File: config.mk
export PLATFORM = sky130hd
export DESIGN_NAME = step_watchdog
export DESIGN_NICKNAME = d
export VERILOG_FILES = /design/src/rtl/step_watchdog.sv
export SDC_FILE = /design/constraint.sdc
export NUM_CORES = 1
export LEC_CHECK = 0
export CORE_AREA = 2 2 185 187
export CTS_CLUSTER_SIZE = 10
export DETAILED_ROUTE_END_ITERATION = 8
export DIE_AREA = 0 0 187 189
export GPL_TIMING_DRIVEN = 0
export HOLD_SLACK_MARGIN = 0.12
export PLACE_DENSITY = 0.43
export SETUP_SLACK_MARGIN = 0.4
export SYNTH_ARGS = -nofsm -noshare
export SYNTH_HDL_FRONTEND = slang
export SYNTH_SLANG_ARGS = --single-unit
File: constraint.sdc
create_clock -name clk -period 2.1 [get_ports clk]
set_input_delay 0.21 -clock clk [delete_from_list [all_inputs] [get_ports clk]]
set_output_delay 0.21 -clock clk [all_outputs]
set_load 0.05 [all_outputs]
File: src/rtl/step_watchdog.sv
// step_watchdog
//   Idle-time monitor for the stepper step/dir outputs. Each channel has an
//   idle counter that saturates at TIMEOUT = HZ*TIMEOUT_S and raises a
//   registered alert. The endstop pin (arm_n, active-low, asynchronous) arms
//   the watchdog. Once armed, an alert on channel WATCH_CH latches a sticky
//   shutdown request. Only clear or rst release that request.
//
// Ports
//   clk, rst      system clock, synchronous active-high reset
//   step, dir     per-channel step/dir from the command block (clk domain)
//   arm_n         asynchronous arm pin, low arms the watchdog
//   clear         one-cycle pulse: leave TRIPPED and restart the idle timers
//   alert         per-channel idle-timeout flag
//   armed         state is ARMED or TRIPPED
//   req_shutdown  state is TRIPPED (sticky)
//   idle_msb      top 8 bits of the watched channel's idle counter (debug)
//   pos           signed per-channel step positions (STEPWATCH_POSITION_EN only)
//
// Build option
//   STEPWATCH_POSITION_EN  adds per-channel position counters and the pos port.
//
// state       | meaning
// ------------+------------------------------------------------
// ST_DISARMED | watching idle time only, no shutdown possible
// ST_ARMED    | endstop seen, alert on WATCH_CH trips shutdown
// ST_TRIPPED  | shutdown requested, held until clear or rst
module step_watchdog #(
  parameter int NSTEPDIR  = 6,
  parameter int HZ        = 48000000,
  parameter int TIMEOUT_S = 10,
  parameter int CNT_BITS  = 32,
  parameter int WATCH_CH  = 5
) (
  input  logic                         clk,
  input  logic                         rst,
  input  logic [NSTEPDIR-1:0]          step,
  input  logic [NSTEPDIR-1:0]          dir,
  input  logic                         arm_n,
  input  logic                         clear,
  output logic [NSTEPDIR-1:0]          alert,
  output logic                         armed,
  output logic                         req_shutdown,
  output logic [7:0]                   idle_msb
`ifdef STEPWATCH_POSITION_EN
  ,
  output logic [NSTEPDIR*CNT_BITS-1:0] pos
`endif
);

  localparam longint TIMEOUT_L = longint'(HZ) * longint'(TIMEOUT_S);
  localparam logic [CNT_BITS-1:0] TIMEOUT = CNT_BITS'(TIMEOUT_L);

  typedef enum logic [1:0] {
    ST_DISARMED = 2'd0,
    ST_ARMED    = 2'd1,
    ST_TRIPPED  = 2'd2
  } state_t;

  state_t state_q, state_d;

  logic                arm_meta_q, arm_s_q;
  logic [NSTEPDIR-1:0] prev_step_q, prev_step_d;
  logic [NSTEPDIR-1:0] edge_det;
  logic [NSTEPDIR-1:0] alert_q, alert_d;
  logic [CNT_BITS-1:0] idle_cnt_q [NSTEPDIR];
  logic [CNT_BITS-1:0] idle_cnt_d [NSTEPDIR];
  logic                armed_q, armed_d;
  logic                req_q, req_d;
  logic [7:0]          idle_msb_q, idle_msb_d;

  // Idle timers: any step edge (either polarity) or clear restarts a channel.
  // An edge in the cycle the counter sits at TIMEOUT suppresses the alert.
  always_comb begin
    edge_det    = step ^ prev_step_q;
    prev_step_d = step;
    alert_d     = '0;
    for (int i = 0; i < NSTEPDIR; i++) begin
      idle_cnt_d[i] = idle_cnt_q[i];
      if (clear || edge_det[i]) begin
        idle_cnt_d[i] = '0;
      end else if (idle_cnt_q[i] != TIMEOUT) begin
        idle_cnt_d[i] = idle_cnt_q[i] + CNT_BITS'(1);
      end
      // clear drops alerts together with the counters so the cycle after
      // clear reads back all-quiet.
      alert_d[i] = !clear && !edge_det[i] && (idle_cnt_q[i] == TIMEOUT);
    end
    idle_msb_d = idle_cnt_q[WATCH_CH][CNT_BITS-1 -: 8];
  end

  // clear takes priority over a trip arriving in the same cycle.
  always_comb begin
    state_d = state_q;
    unique case (state_q)
      ST_DISARMED: if (!clear && !arm_s_q) state_d = ST_ARMED;
      ST_ARMED:    if (alert_q[WATCH_CH]) state_d = clear ? ST_DISARMED : ST_TRIPPED;
      ST_TRIPPED:  if (clear) state_d = ST_DISARMED;
      default:     state_d = ST_DISARMED;
    endcase
    armed_d = (state_d != ST_DISARMED);
    req_d   = (state_d == ST_TRIPPED);
  end

  always_ff @(posedge clk) begin
    if (rst) begin
      state_q     <= ST_DISARMED;
      arm_meta_q  <= 1'b1;
      arm_s_q     <= 1'b1;
      prev_step_q <= '0;
      alert_q     <= '0;
      armed_q     <= 1'b0;
      req_q       <= 1'b0;
      idle_msb_q  <= '0;
      for (int i = 0; i < NSTEPDIR; i++) idle_cnt_q[i] <= '0;
    end else begin
      state_q     <= state_d;
      arm_meta_q  <= arm_n;
      arm_s_q     <= arm_meta_q;
      prev_step_q <= prev_step_d;
      alert_q     <= alert_d;
      armed_q     <= armed_d;
      req_q       <= req_d;
      idle_msb_q  <= idle_msb_d;
      for (int i = 0; i < NSTEPDIR; i++) idle_cnt_q[i] <= idle_cnt_d[i];
    end
  end

  assign alert        = alert_q;
  assign armed        = armed_q;
  assign req_shutdown = req_q;
  assign idle_msb     = idle_msb_q;

`ifdef STEPWATCH_POSITION_EN
  logic [CNT_BITS-1:0] pos_q [NSTEPDIR];
  logic [CNT_BITS-1:0] pos_d [NSTEPDIR];
  logic [NSTEPDIR-1:0] rise;

  // Only rising step edges move the position; the counter wraps freely and
  // is deliberately left alone by clear.
  always_comb begin
    rise = step & ~prev_step_q;
    for (int i = 0; i < NSTEPDIR; i++) begin
      pos_d[i] = pos_q[i];
      if (rise[i]) pos_d[i] = dir[i] ? pos_q[i] + CNT_BITS'(1) : pos_q[i] - CNT_BITS'(1);
    end
  end

  always_ff @(posedge clk) begin
    if (rst) begin
      for (int i = 0; i < NSTEPDIR; i++) pos_q[i] <= '0;
    end else begin
      for (int i = 0; i < NSTEPDIR; i++) pos_q[i] <= pos_d[i];
    end
  end

  for (genvar g = 0; g < NSTEPDIR; g++) begin : g_pos
    assign pos[g*CNT_BITS +: CNT_BITS] = pos_q[g];
  end
`else
  logic unused_dir;
  assign unused_dir = ^dir;
`endif

endmodule

==> impl_metrics.tcl <==
set metrics [dict create \
    outcome "complete, no violations" \
    h-tree-depth 1 \
    dieArea_mm2 0.0353 \
    post-place-cells 1635 \
    critPathLaunchType "flip-flop" \
    p_switching_mw 1.87 \
    layout_common_cells "nor2_1, dfxtp_1, buf_4, xnor2_1, dfxtp_2" \
    multi_input_area_mm2 0.00638 \
    crit_fanout 4 \
    arrival_ps 2230 \
    initial_core_util_pct 29.8 \
    finalCritPeriodShare_pct 87.6 \
    critPathTopFamily "simple AND/OR/NAND/NOR gates" \
    synthArstFlopShare_pct 0 \
    synth_area_mm2 0.00992 \
    clk_latency_ps 530 \
    setup_viol 0 \
    layout_commonest_cell "nor2_1" \
    hold_viol 0 \
    endpoint_kind "flip-flop" \
    std_cell_rows 67 \
    min_period_ps 1840 \
    vias 8586 \
    ant_nets 0 \
    timing.fmax_mhz 544 \
    synth-edff-count 0 \
    synth_sequential_area_ratio_pct 44.0 \
    fill_cells 3328 \
    postLayoutSetupSlackWorst_ps 261 \
    worst_pin_slew_ps 748 \
    cts_made_buffers 27 \
    path_clk_slew_ps 60 \
    drc_errors 0 \
    cts_sinks 218 \
    rrSetupSlack_ps 260 \
    max-slew-margin-rel_pct 50.1 \
    power.internal_mw 6.71 \
    p_seq_share_pct 48.1 \
    final_nets 1354 \
    cp.required_ps 2490 \
    clock_skew_ps 9.36 \
    placed_cell_area_mm2 0.0108 \
    path_cells "and2_4 -> or4b_4 -> or4_4 -> buf_6 -> mux2i_1 -> nor2_1" \
    grt_pass1_vias 8300 \
    cp_slowest_cell "or4b_4" \
    comb_power_share_pct 2.5 \
    drt_iter0_markers 383 \
    viasPerCell 4.80 \
    power_density_mw_per_mm2 619 \
    core-area_mm2 0.0333 \
    critPathKind "flip-flop to flip-flop" \
    grt_pass1_wl_um 42300 \
    leakagePower_nw 4.74 \
    io_buffer_count 25 \
    fin_cells 1787 \
    gp_congestion 0.751 \
    hp-class "input pin to flip-flop" \
    diodes 0 \
    grt_start_max_net_pins 13 \
    utilization_pct 41.6 \
    ir_drop_mv 0.534 \
    cts-root-buf "clkbuf_16" \
    drv_cap 0 \
    drt-pass1-iter-count 4 \
    cp.buffers_inverters 1 \
    yosys_warnings 0 \
    routed_wl_um 25700 \
    cts_hold_buf 0 \
    final_area_mm2 0.0139 \
    synth_cells 1162 \
    wl_per_cell_um 14.4 \
    die_width_um 187 \
    ys.flop_type "dfxtp_1" \
    drive_gt1_share_pct 32.5 \
    pre_cts_ws_ps -395 \
    antenna_found_initial 0 \
    grt_overflow 0 \
    area_delta_synth_final_pct 39.6 \
    synth.avg_cell_area_um2 8.54 \
    syn_nets 1190 \
    critPathMaxStageDelay_ps 460 \
    yosysUniqueCellTypes 51 \
    track_usage_pct 14.2 \
    rsz0062_at_grt "true" \
    synth_seq_cells 218 \
    power_frac_clock_pct 49.3 \
    report.final.slew_viol_count 0 \
    ioPinCount 32 \
    die_y_um 189 \
    hpwl_um 16100 \
    cts_tree "built" \
    swShare_pct 21.8 \
    clock_path_buffers 3 \
    seqCellArea_mm2 0.00457 \
]
==> final cells by class <==
cell class | instances | area share [%]
Buffer | 40 | 2.13
Clock buffer | 41 | 5.62
Clock inverter | 1 | 0.0361
Inverter | 35 | 1.04
Multi-Input combinational cell | 869 | 46.1
Sequential cell | 218 | 33.0
Tap cell | 448 | 4.05
Timing Repair Buffer | 135 | 8.05
==> worst paths after layout <==
| check | from | to | depth (start not counted) |
|---|---|---|---|
| worst min-delay path | arm_n | arm_meta_q | 2 |
| worst max register to register | idle_cnt_q[4][20] | idle_cnt_q[4][1] | 6 |
| worst min register to register | arm_meta_q | arm_s_q | 1 |
| worst max-delay path | idle_cnt_q[4][20] | idle_cnt_q[4][1] | 6 |
==> metal layers <==
layer | GRT usage (%) | part of all wire [%] | wire [um] | vias to the layer above
li1 | - | - | - | 4404
met1 | 19.0 | 48 | 12400 | 4089
met2 | 24.2 | 48 | 12200 | 70
met3 | 2.19 | 3.0 | 771 | 23
met4 | 3.05 | 1.4 | 350 | 0
met5 | 0 | 0 | 0 | -
==> cell families (layout without fill, tap and decap cells) <==
group	after synthesis	after routing	share of synthesized area, %
multiplexers	7	7	0.719
buffers and inverters	75	252	2.96
AO/OA/AOI/OAI	83	83	4.38
XOR/XNOR	147	147	13.0
AND/OR/NAND/NOR	620	620	33.5
flip-flops	218	218	44.0
adder cells (fa/ha/maj)	12	12	1.51
==> power groups by stage <==
stage	Combinational (mW)	Sequential [mW]	Clock [mW]
5_1_grt	0.243	4.13	4.60
3_3_place_gp	0.180	4.26	0
6_report	0.217	4.13	4.23
2_1_floorplan	0.106	4.26	0
4_1_cts	0.197	4.14	4.39
3_5_place_dp	0.180	4.26	0
==> timing repair <==
action	in CTS	in global routing
resized for setup	227	176
endpoints found under the setup margin	211	151
gates cloned	3	0
setup buffers	62	45
pin swaps	53	57
==> state kept, by name (all words and copies together), names as in the netlist <==
| name | flops |
|---|---|
| idle_cnt_q | 192 |
| idle_msb | 8 |
| alert | 6 |
| prev_step_q | 6 |
| state_q | 2 |
| arm_meta_q | 1 |
| arm_s_q | 1 |
| armed | 1 |
| req_shutdown | 1 |
==> per-stage QoR <==
stage,hold slack [ps],setup TNS (ps),total power [mW]
detailed placement,395,-55440,4.44
global placement,396,-51340,4.44
CTS,238,0,8.73
finish,255,0,8.58
global route,237,0,8.97
floorplan,287,0,4.36
==> synth_stat cells (10+ instances only) <==
library cell	number	area [um2]
ha_1	12	150
dfxtp_1	218	4360
and4_1	15	131
xor2_1	63	552
nand3_1	79	395
and3_1	18	113
nand2_1	72	270
or3_1	37	231
nor4_1	48	300
nor3_1	36	180
and2_1	10	62.6
a21oi_1	45	225
clkbuf_1	35	131
nor2_1	174	653
nand4_1	57	357
o21ai_0	33	165
nor4b_1	13	114
nor2b_1	16	100
xnor2_1	84	736
inv_1	35	131
No activity file was read; power rests on OpenSTA's default activity.
